[src/rtl/aes_seq_pkg.sv]
// rtl/aes_seq_pkg.sv - shared types and constants for the AES job sequencer
// Contents: sequencer state enum, block word count, default core latencies.
package aes_seq_pkg;

    localparam int ENC_LATENCY_DEF = 33;
    localparam int DEC_LATENCY_DEF = 45;
    localparam int CNT_W_DEF       = 6;
    localparam int WORDS_PER_BLOCK = 4;

    typedef enum logic [2:0] {
        S_IDLE,
        S_FETCH,
        S_LATCH,
        S_CORE_RST,
        S_RUN,
        S_CAPTURE,
        S_DRAIN,
        S_DONE
    } seq_state_t;

endpackage

[src/rtl/aes_tx_serializer.sv]
// rtl/aes_tx_serializer.sv - splits a 128-bit result into four 32-bit TX FIFO writes
// Ports:
//   clk, rst      : clock, synchronous active-high reset
//   load          : capture block and restart at word 0
//   block         : 128-bit result to serialize
//   tx_fifo_full  : TX FIFO full flag; stalls the current word
//   tx_write_en   : TX FIFO write strobe
//   tx_data_in    : TX FIFO write data, MSB word first
//   last_written  : high on the cycle the final word is written
module aes_tx_serializer
    import aes_seq_pkg::*;
(
    input  logic         clk,
    input  logic         rst,
    input  logic         load,
    input  logic [127:0] block,
    input  logic         tx_fifo_full,
    output logic         tx_write_en,
    output logic [31:0]  tx_data_in,
    output logic         last_written
);

    logic [127:0] result;
    logic [1:0]   idx;
    logic         active;

    always_ff @(posedge clk) begin
        if (rst) begin
            result <= '0;
            idx    <= '0;
            active <= 1'b0;
        end else if (load) begin
            result <= block;
            idx    <= '0;
            active <= 1'b1;
        end else if (tx_write_en) begin
            // Index only moves on an accepted write, so a full FIFO holds the word.
            idx <= idx + 2'd1;
            if (idx == 2'(WORDS_PER_BLOCK - 1))
                active <= 1'b0;
        end
    end

    // Combinational so the strobe reacts to full in the same cycle.
    assign tx_write_en  = active & ~tx_fifo_full;
    assign last_written = tx_write_en && (idx == 2'(WORDS_PER_BLOCK - 1));

    always_comb begin
        tx_data_in = result[127:96];
        case (idx)
            2'd0: tx_data_in = result[127:96];
            2'd1: tx_data_in = result[95:64];
            2'd2: tx_data_in = result[63:32];
            2'd3: tx_data_in = result[31:0];
            default: tx_data_in = result[127:96];
        endcase
    end

endmodule

[src/rtl/aes_job_sequencer.sv]
// rtl/aes_job_sequencer.sv - moves packets RX FIFO -> AES core -> TX FIFO, one job at a time
// Ports:
//   clk, rst                 : clock, synchronous active-high reset
//   run_en                   : allow new jobs to start
//   mode_in, key_in          : job mode (1 = encrypt) and key, sampled in LATCH
//   rx_fifo_empty/read_en    : RX FIFO status and pop strobe
//   rx_data_out              : RX FIFO data, valid the cycle after the pop
//   aes_restart              : core restart pulse
//   aes_encrypt_enable, aes_data_in, aes_key : held core inputs
//   aes_data_out             : core result
//   tx_fifo_full/write_en/data_in : TX FIFO interface
//   busy, job_done, job_count : status
module aes_job_sequencer
    import aes_seq_pkg::*;
#(
    parameter int ENC_LATENCY = ENC_LATENCY_DEF,
    parameter int DEC_LATENCY = DEC_LATENCY_DEF,
    parameter int CNT_W       = CNT_W_DEF
) (
    input  logic         clk,
    input  logic         rst,
    input  logic         run_en,
    input  logic         mode_in,
    input  logic [127:0] key_in,
    input  logic         rx_fifo_empty,
    output logic         rx_read_en,
    input  logic [127:0] rx_data_out,
    output logic         aes_restart,
    output logic         aes_encrypt_enable,
    output logic [127:0] aes_data_in,
    output logic [127:0] aes_key,
    input  logic [127:0] aes_data_out,
    input  logic         tx_fifo_full,
    output logic         tx_write_en,
    output logic [31:0]  tx_data_in,
    output logic         busy,
    output logic         job_done,
    output logic [15:0]  job_count
);

    seq_state_t       state;
    logic [CNT_W-1:0] cnt;
    logic             last_written;

    always_ff @(posedge clk) begin
        if (rst) begin
            state              <= S_IDLE;
            cnt                <= '0;
            rx_read_en         <= 1'b0;
            aes_restart        <= 1'b0;
            aes_encrypt_enable <= 1'b0;
            aes_data_in        <= '0;
            aes_key            <= '0;
            busy               <= 1'b0;
            job_done           <= 1'b0;
            job_count          <= '0;
        end else begin
            // Strobes are registered alongside the state they belong to.
            rx_read_en  <= 1'b0;
            aes_restart <= 1'b0;
            job_done    <= 1'b0;
            case (state)
                S_IDLE: begin
                    if (run_en && !rx_fifo_empty) begin
                        state      <= S_FETCH;
                        rx_read_en <= 1'b1;
                        busy       <= 1'b1;
                    end
                end
                S_FETCH: state <= S_LATCH;
                S_LATCH: begin
                    aes_data_in        <= rx_data_out;
                    aes_key            <= key_in;
                    aes_encrypt_enable <= mode_in;
                    aes_restart        <= 1'b1;
                    state              <= S_CORE_RST;
                end
                S_CORE_RST: begin
                    // Count LATENCY-1 down to 0 so RUN spans exactly LATENCY cycles.
                    cnt   <= aes_encrypt_enable ? CNT_W'(ENC_LATENCY - 1)
                                                : CNT_W'(DEC_LATENCY - 1);
                    state <= S_RUN;
                end
                S_RUN: begin
                    if (cnt == '0)
                        state <= S_CAPTURE;
                    else
                        cnt <= cnt - 1'b1;
                end
                S_CAPTURE: state <= S_DRAIN;
                S_DRAIN: begin
                    if (last_written) begin
                        state     <= S_DONE;
                        job_done  <= 1'b1;
                        job_count <= job_count + 16'd1;
                    end
                end
                S_DONE: begin
                    if (run_en && !rx_fifo_empty) begin
                        state      <= S_FETCH;
                        rx_read_en <= 1'b1;
                    end else begin
                        state <= S_IDLE;
                        busy  <= 1'b0;
                    end
                end
                default: begin
                    state <= S_IDLE;
                    busy  <= 1'b0;
                end
            endcase
        end
    end

    aes_tx_serializer u_ser (
        .clk          (clk),
        .rst          (rst),
        .load         (state == S_CAPTURE),
        .block        (aes_data_out),
        .tx_fifo_full (tx_fifo_full),
        .tx_write_en  (tx_write_en),
        .tx_data_in   (tx_data_in),
        .last_written (last_written)
    );

endmodule

[config.mk]
export PLATFORM = sky130hd
export DESIGN_NAME = aes_job_sequencer
export DESIGN_NICKNAME = d
export VERILOG_FILES = /design/src/rtl/aes_seq_pkg.sv /design/src/rtl/aes_tx_serializer.sv /design/src/rtl/aes_job_sequencer.sv
export SDC_FILE = /design/constraint.sdc
export NUM_CORES = 1
export LEC_CHECK = 0
export ABC_AREA = 1
export BUFFER_PORTS_ARGS = -buffer_cell sky130_fd_sc_hd__buf_2
export CAP_MARGIN = 40
export CORE_AREA = 3 3 270 272
export DETAILED_ROUTE_END_ITERATION = 6
export DIE_AREA = 0 0 273 275
export MAX_ROUTING_LAYER = met4
export PLACE_DENSITY_LB_ADDON = 0.3
export REMOVE_ABC_BUFFERS = 1
export SLEW_MARGIN = 10
export SYNTH_ARGS = -nofsm -noshare
export SYNTH_HDL_FRONTEND = slang
export SYNTH_SLANG_ARGS = --single-unit
[constraint.sdc]
create_clock -name clk -period 1.38 [get_ports clk]
set_input_delay 0.138 -clock clk [delete_from_list [all_inputs] [get_ports clk]]
set_output_delay 0.138 -clock clk [all_outputs]
set_load 0.03 [all_outputs]
Word level (Yosys, flattened, before mapping)
Index checks and enable logic that the tools add are counted.

storage, ports and cells
  input bits = 390
  output and inout bits = 310
  logic and storage cells = 72
  register bits after elaboration = 417

operators by class
  mux-type cells = 18
  add/subtract/negate cells = 3
  eq/ne operators = 15
  bitwise logic cells = 4
  reduce and logical (&&, ||, !) cells = 19

operators by type and width
  cell                                                                    number
  32-bit case mux with 4 select lines                                     1
  3-bit case mux with 8 select lines                                      1
  16-bit by 1-bit adder with 16-bit output (second input constant)        1
  3-bit equality test (second input constant)                             4
  6-bit case mux with 2 select lines                                      1
  2-bit != test (second input constant)                                   5
  1-bit two-way mux                                                       9
  3-bit two-way mux                                                       3
  2-bit nonzero test                                                      4
  2-bit OR reduction                                                      4
  3-bit by 2-bit equality test with 1-bit output (second input constant)  2
  6-bit zero test                                                         1
  6-bit two-way mux                                                       1
  2-bit AND reduction                                                     3
  3-bit AND reduction                                                     2
  6-bit by 1-bit subtractor with 6-bit output (second input constant)     1
  2-bit equality test (second input constant)                             2
  4-bit two-way mux                                                       1
  3-bit by 1-bit equality test with 1-bit output (second input constant)  1
  3-bit zero test                                                         1
  1-bit inverter                                                          3
  2-bit by 1-bit adder with 2-bit output (second input constant)          1
  2-bit by 1-bit equality test with 1-bit output (second input constant)  1
  1-bit logical AND                                                       2
  4 further kinds                                                         4

Depth between registers and ports, before layout
  depth in word-level cells = 5
  gate-level depth with buffers = 8
  depth with buffers taken out = 8

Hierarchy
Synthesis repeated with hierarchy kept, for this count alone.

second synthesis, totals
  cells, all modules = 2155
  area total of the unflattened synthesis = 16264.3 µm²

modules (own cells, without submodules)
  module             times used  area each (µm²)  sequential area each (µm²)  cells each
  aes_job_sequencer  1           10644.0          5725.5                      1335
  aes_tx_serializer  1           5620.4           2622.5                      820

Least setup slack after synthesis
OpenSTA, ideal clock, no wires.

  kind = flip-flop to output port
  from = reg u_ser.idx[0]
  to = out tx_data_in[0]
  path buffers = 2
  arrival = 1.672 ns
  stages on the path, launching flop included = 7
  required time = 1.242 ns
  setup slack = -0.430 ns
  path through = dfxtp_1 -> inv_1 -> ha_1 -> clkbuf_1 -> buf_1 -> a211oi_1 -> a21oi_1

between the ends
  cells in the longest elaborated chain, start to end = 2
  elaborated cells on any way between the ends = 5
  those cells by class = eq/ne: 3; mux: 1; reduce/logical: 1

RTL lines
  item                                               RTL line                 RTL
  start, declared                                    aes_tx_serializer.sv:24  logic [1:0] idx;
  start signal, assigned                             aes_tx_serializer.sv:38  idx <= idx + 2'd1;
  2-bit equality test, or another cell as far along  aes_tx_serializer.sv:50  case (idx)
  32-bit case mux with 4 select lines *              aes_tx_serializer.sv:50
  end, declared                                      aes_job_sequencer.sv:35  output logic [31:0] tx_data_in,

Every way passes the cells marked *; elsewhere a longest branch is shown, timed or not.

Worst setup path in the final report
  from = reg u_ser.idx[0]
  to = out tx_data_in[20]

The elaborated chain is that of the path after synthesis.

==> reports/results.ini <==
[clock_tree]
cts_max_path_buffers=3
tritoncts=built
cts_buffers=47
cts.sinks=417
clkTransAtPathRegs_ns=0.06
clk_latency_ns=0.58
clock-root-buffer=clkbuf_16
cts_max_level=2

[grt]
grt_pass1_vias=18427
grt_pass1_wl_mm=104
grt_max_degree=50
track_usage_pct=18.0
grt_overflow=0
antenna_found_initial=1

[worst_setup_path]
crit_arrival_ns=2.11
critPathCaptureType=output pin
cp_num_cells=9
reg2reg_depth=9
cp_num_buf_inv=5
critPathMaxStageDelay_ns=0.38
worstPathMaxFanout=8
critPathLaunchType=register
cpMaxStageDelayCell=dfxtp_4
path_cells=inv_4 -> ha_4 -> inv_8 -> buf_12 -> buf_16 -> o22ai_2 -> a211oi_2 -> a21oi_1 -> buf_4
critPathRequiredTime_ns=1.24
worstSetupPathType=reg -> out
critPathTopFamily=buffers and inverters

[layout]
final_net_count=3648
fin_cells=4240
drive_above_1_share_pct=44.2
stdcell_area_sq_um=31800
fill_cells=6546
multi_input_area_sq_um=7520
seq_area_sq_um=8370
syn_to_final_growth_pct=100

[floorplan]
fp.dieH_um=275
chipWidth_um=273
num_rows=98
pin_count=700
coreArea_sq_um=71000
initial_core_util_pct=22.3
die-area_sq_um=75100

[sta]
slew_viol_final=0
fmax_mhz=445
worstMarginPinSlew_ns=0.370
fin_skew_ns=0.0246
fin_crit_sh_pct=163
slew_headroom_pct=75.3
hold_viol_final=0
period_needed_ns=2.25
setup_slack_ns=-0.866
grt_setup_unrepaired=yes
setup_viol=363

[route]
routed-wl-met3_mm=4.85
routedWlPerCell_um=17.9
top_layer_used=met4
wl_mm=75.9
drt-pass1-iter-count=6
met2_length_mm=38.9
drc=0
postRouteAntennaNets=0
via_count=18955
wl_met1_mm=29.0
vias_per_cell=4.47
drt_iter0_drc=895

[outcome]
violations=setup timing
run_status=finished with violations

[yosys]
avgSynthCellArea_sq_um=7.85
syn_inst=2019
synth_seq_cells=417
synthMuxAreaShare_pct=0
synth_top_family_by_area=compound AO/OA/AOI/OAI gates
synth_area_sq_um=15800
seq_area_frac_synth_pct=52.7
synth_cell_types=31
synth-warning-count=0
yosys.area_share.simple_pct=4.86
synth_compound_area_share_pct=28.4
synth_xor_area_share_pct=0
synth-adder-area-share_pct=0.553

[power]
power.density_nw_per_um2=1200
power.leakage_uw=0.0136
vdd_ir_drop_max_mv=0.892
power_uw=38000

[place]
portBuffers=699
gp_congestion=0.834
dp_slack_ns=-0.274
dp.cells=3645
dpl.hpwl_mm=43.2
dpl_cell_area_sq_um=21200

[min_path]
worstHoldPathCells=4
hp-class=in -> reg

[job]
max_cap_violations=0

-- worst min-delay path: stages --
cell     delay [ns]
buf_2          0.09
o21ai_1        0.07
buf_4          0.15
a21oi_1        0.11
-- report_power, final --
part           leakage [uW]  total, uW  internal (uW)  switching (uW)
Sequential          0.00340      13900          13300             656
Clock              0.000782      12900           7570            5320
Combinational       0.00937      11200           4810            6410
-- stage by stage --
step	util, %	hold slack (ns)	setup TNS (ns)
floorplan	-	0.207	-2510.83
global placement	29.8	0.360	-10.54
detailed placement	29.8	0.370	-12.35
CTS	41.1	0.00421	-48.21
global route	44.7	0.0523	-72.18
finish	44.7	0.0448	-45.53
-- placed cells by master, fill, tap and decap left out, types with 36 or more instances in the layout --
cell type	instances
a21oi_2	109
clkbuf_16	76
o21ai_1	49
o21ai_4	36
buf_4	95
o21ai_2	162
buf_6	59
dlygate4sd3_1	388
buf_16	43
a21oi_1	292
dfxtp_1	405
nand2_1	36
nor2_1	74
inv_1	385
o21ai_0	154
buf_12	44
buf_2	653
-- area by class of cell --
cell class	count	share of cell area, %
Tap cell	950	3.74
Antenna cell	1	0.00788
Sequential cell	417	26.4
Inverter	396	4.78
Clock buffer	70	4.39
Multi-Input combinational cell	1059	23.7
Clock inverter	17	0.540
Timing Repair Buffer	1330	36.5
-- synth_stat cells, drive strengths merged --
library cell,count,area [sq um]
a211oi,32,240
a21oi,405,2030
a31oi,2,12.5
buf,63,332
clkbuf,84,315
dfxtp,417,8350
ha,7,87.6
inv,396,1490
nand2,42,160
nand3,15,80.1
nand3b,2,15.0
nand4,7,43.8
nor2,103,404
nor3,7,46.3
nor3b,2,20.0
o211ai,1,7.51
o21ai,401,2010
o21bai,1,7.51
o22ai,32,200
-- cells by family after synthesis --
| logic type | count (synthesis) |
|---|---|
| AOI/OAI and AO/OA | 874 |
| buffers and inverters | 543 |
| DFF | 417 |
| and+or+nand+nor | 178 |
| adders and majority gates | 7 |
-- path summary, 6_finish.rpt --
kind / startpoint / slack, ns / end
setup / recovery: u_ser.idx[0] / -0.87 / tx_data_in[20]
hold / removal: rx_data_out[87] / 0.04 / aes_data_in[87]
setup reg to reg: u_ser.idx[1] / -0.28 / job_count[4]
hold reg to reg: aes_key[58] / 0.44 / aes_key[58]
-- sequential cells by signal, summed over array words and instances (netlist names) --
name,cells
aes_data_in,128
rx_read_en,1
u_ser.idx,2
u_ser.active,1
cnt,6
job_done,1
state,3
busy,1
job_count,16
aes_restart,1
aes_key,128
aes_encrypt_enable,1
u_ser.result,128
-- routing by layer --
layer  up-vias  track usage, %
li1       9105               -
met1      8926            19.8
met2       714            32.2
met3       210            3.96
met4         0            5.97
met5         -               -
-- repair_timing --
action,CTS,global route
gates resized for setup,376,602
hold buffers,388,0
cloned,42,31
hold endpoints to repair,389,0
endpoints found under the setup margin,215,442
buffers inserted,34,27
pin swaps,15,101
Power figures use the tool's default switching activity.
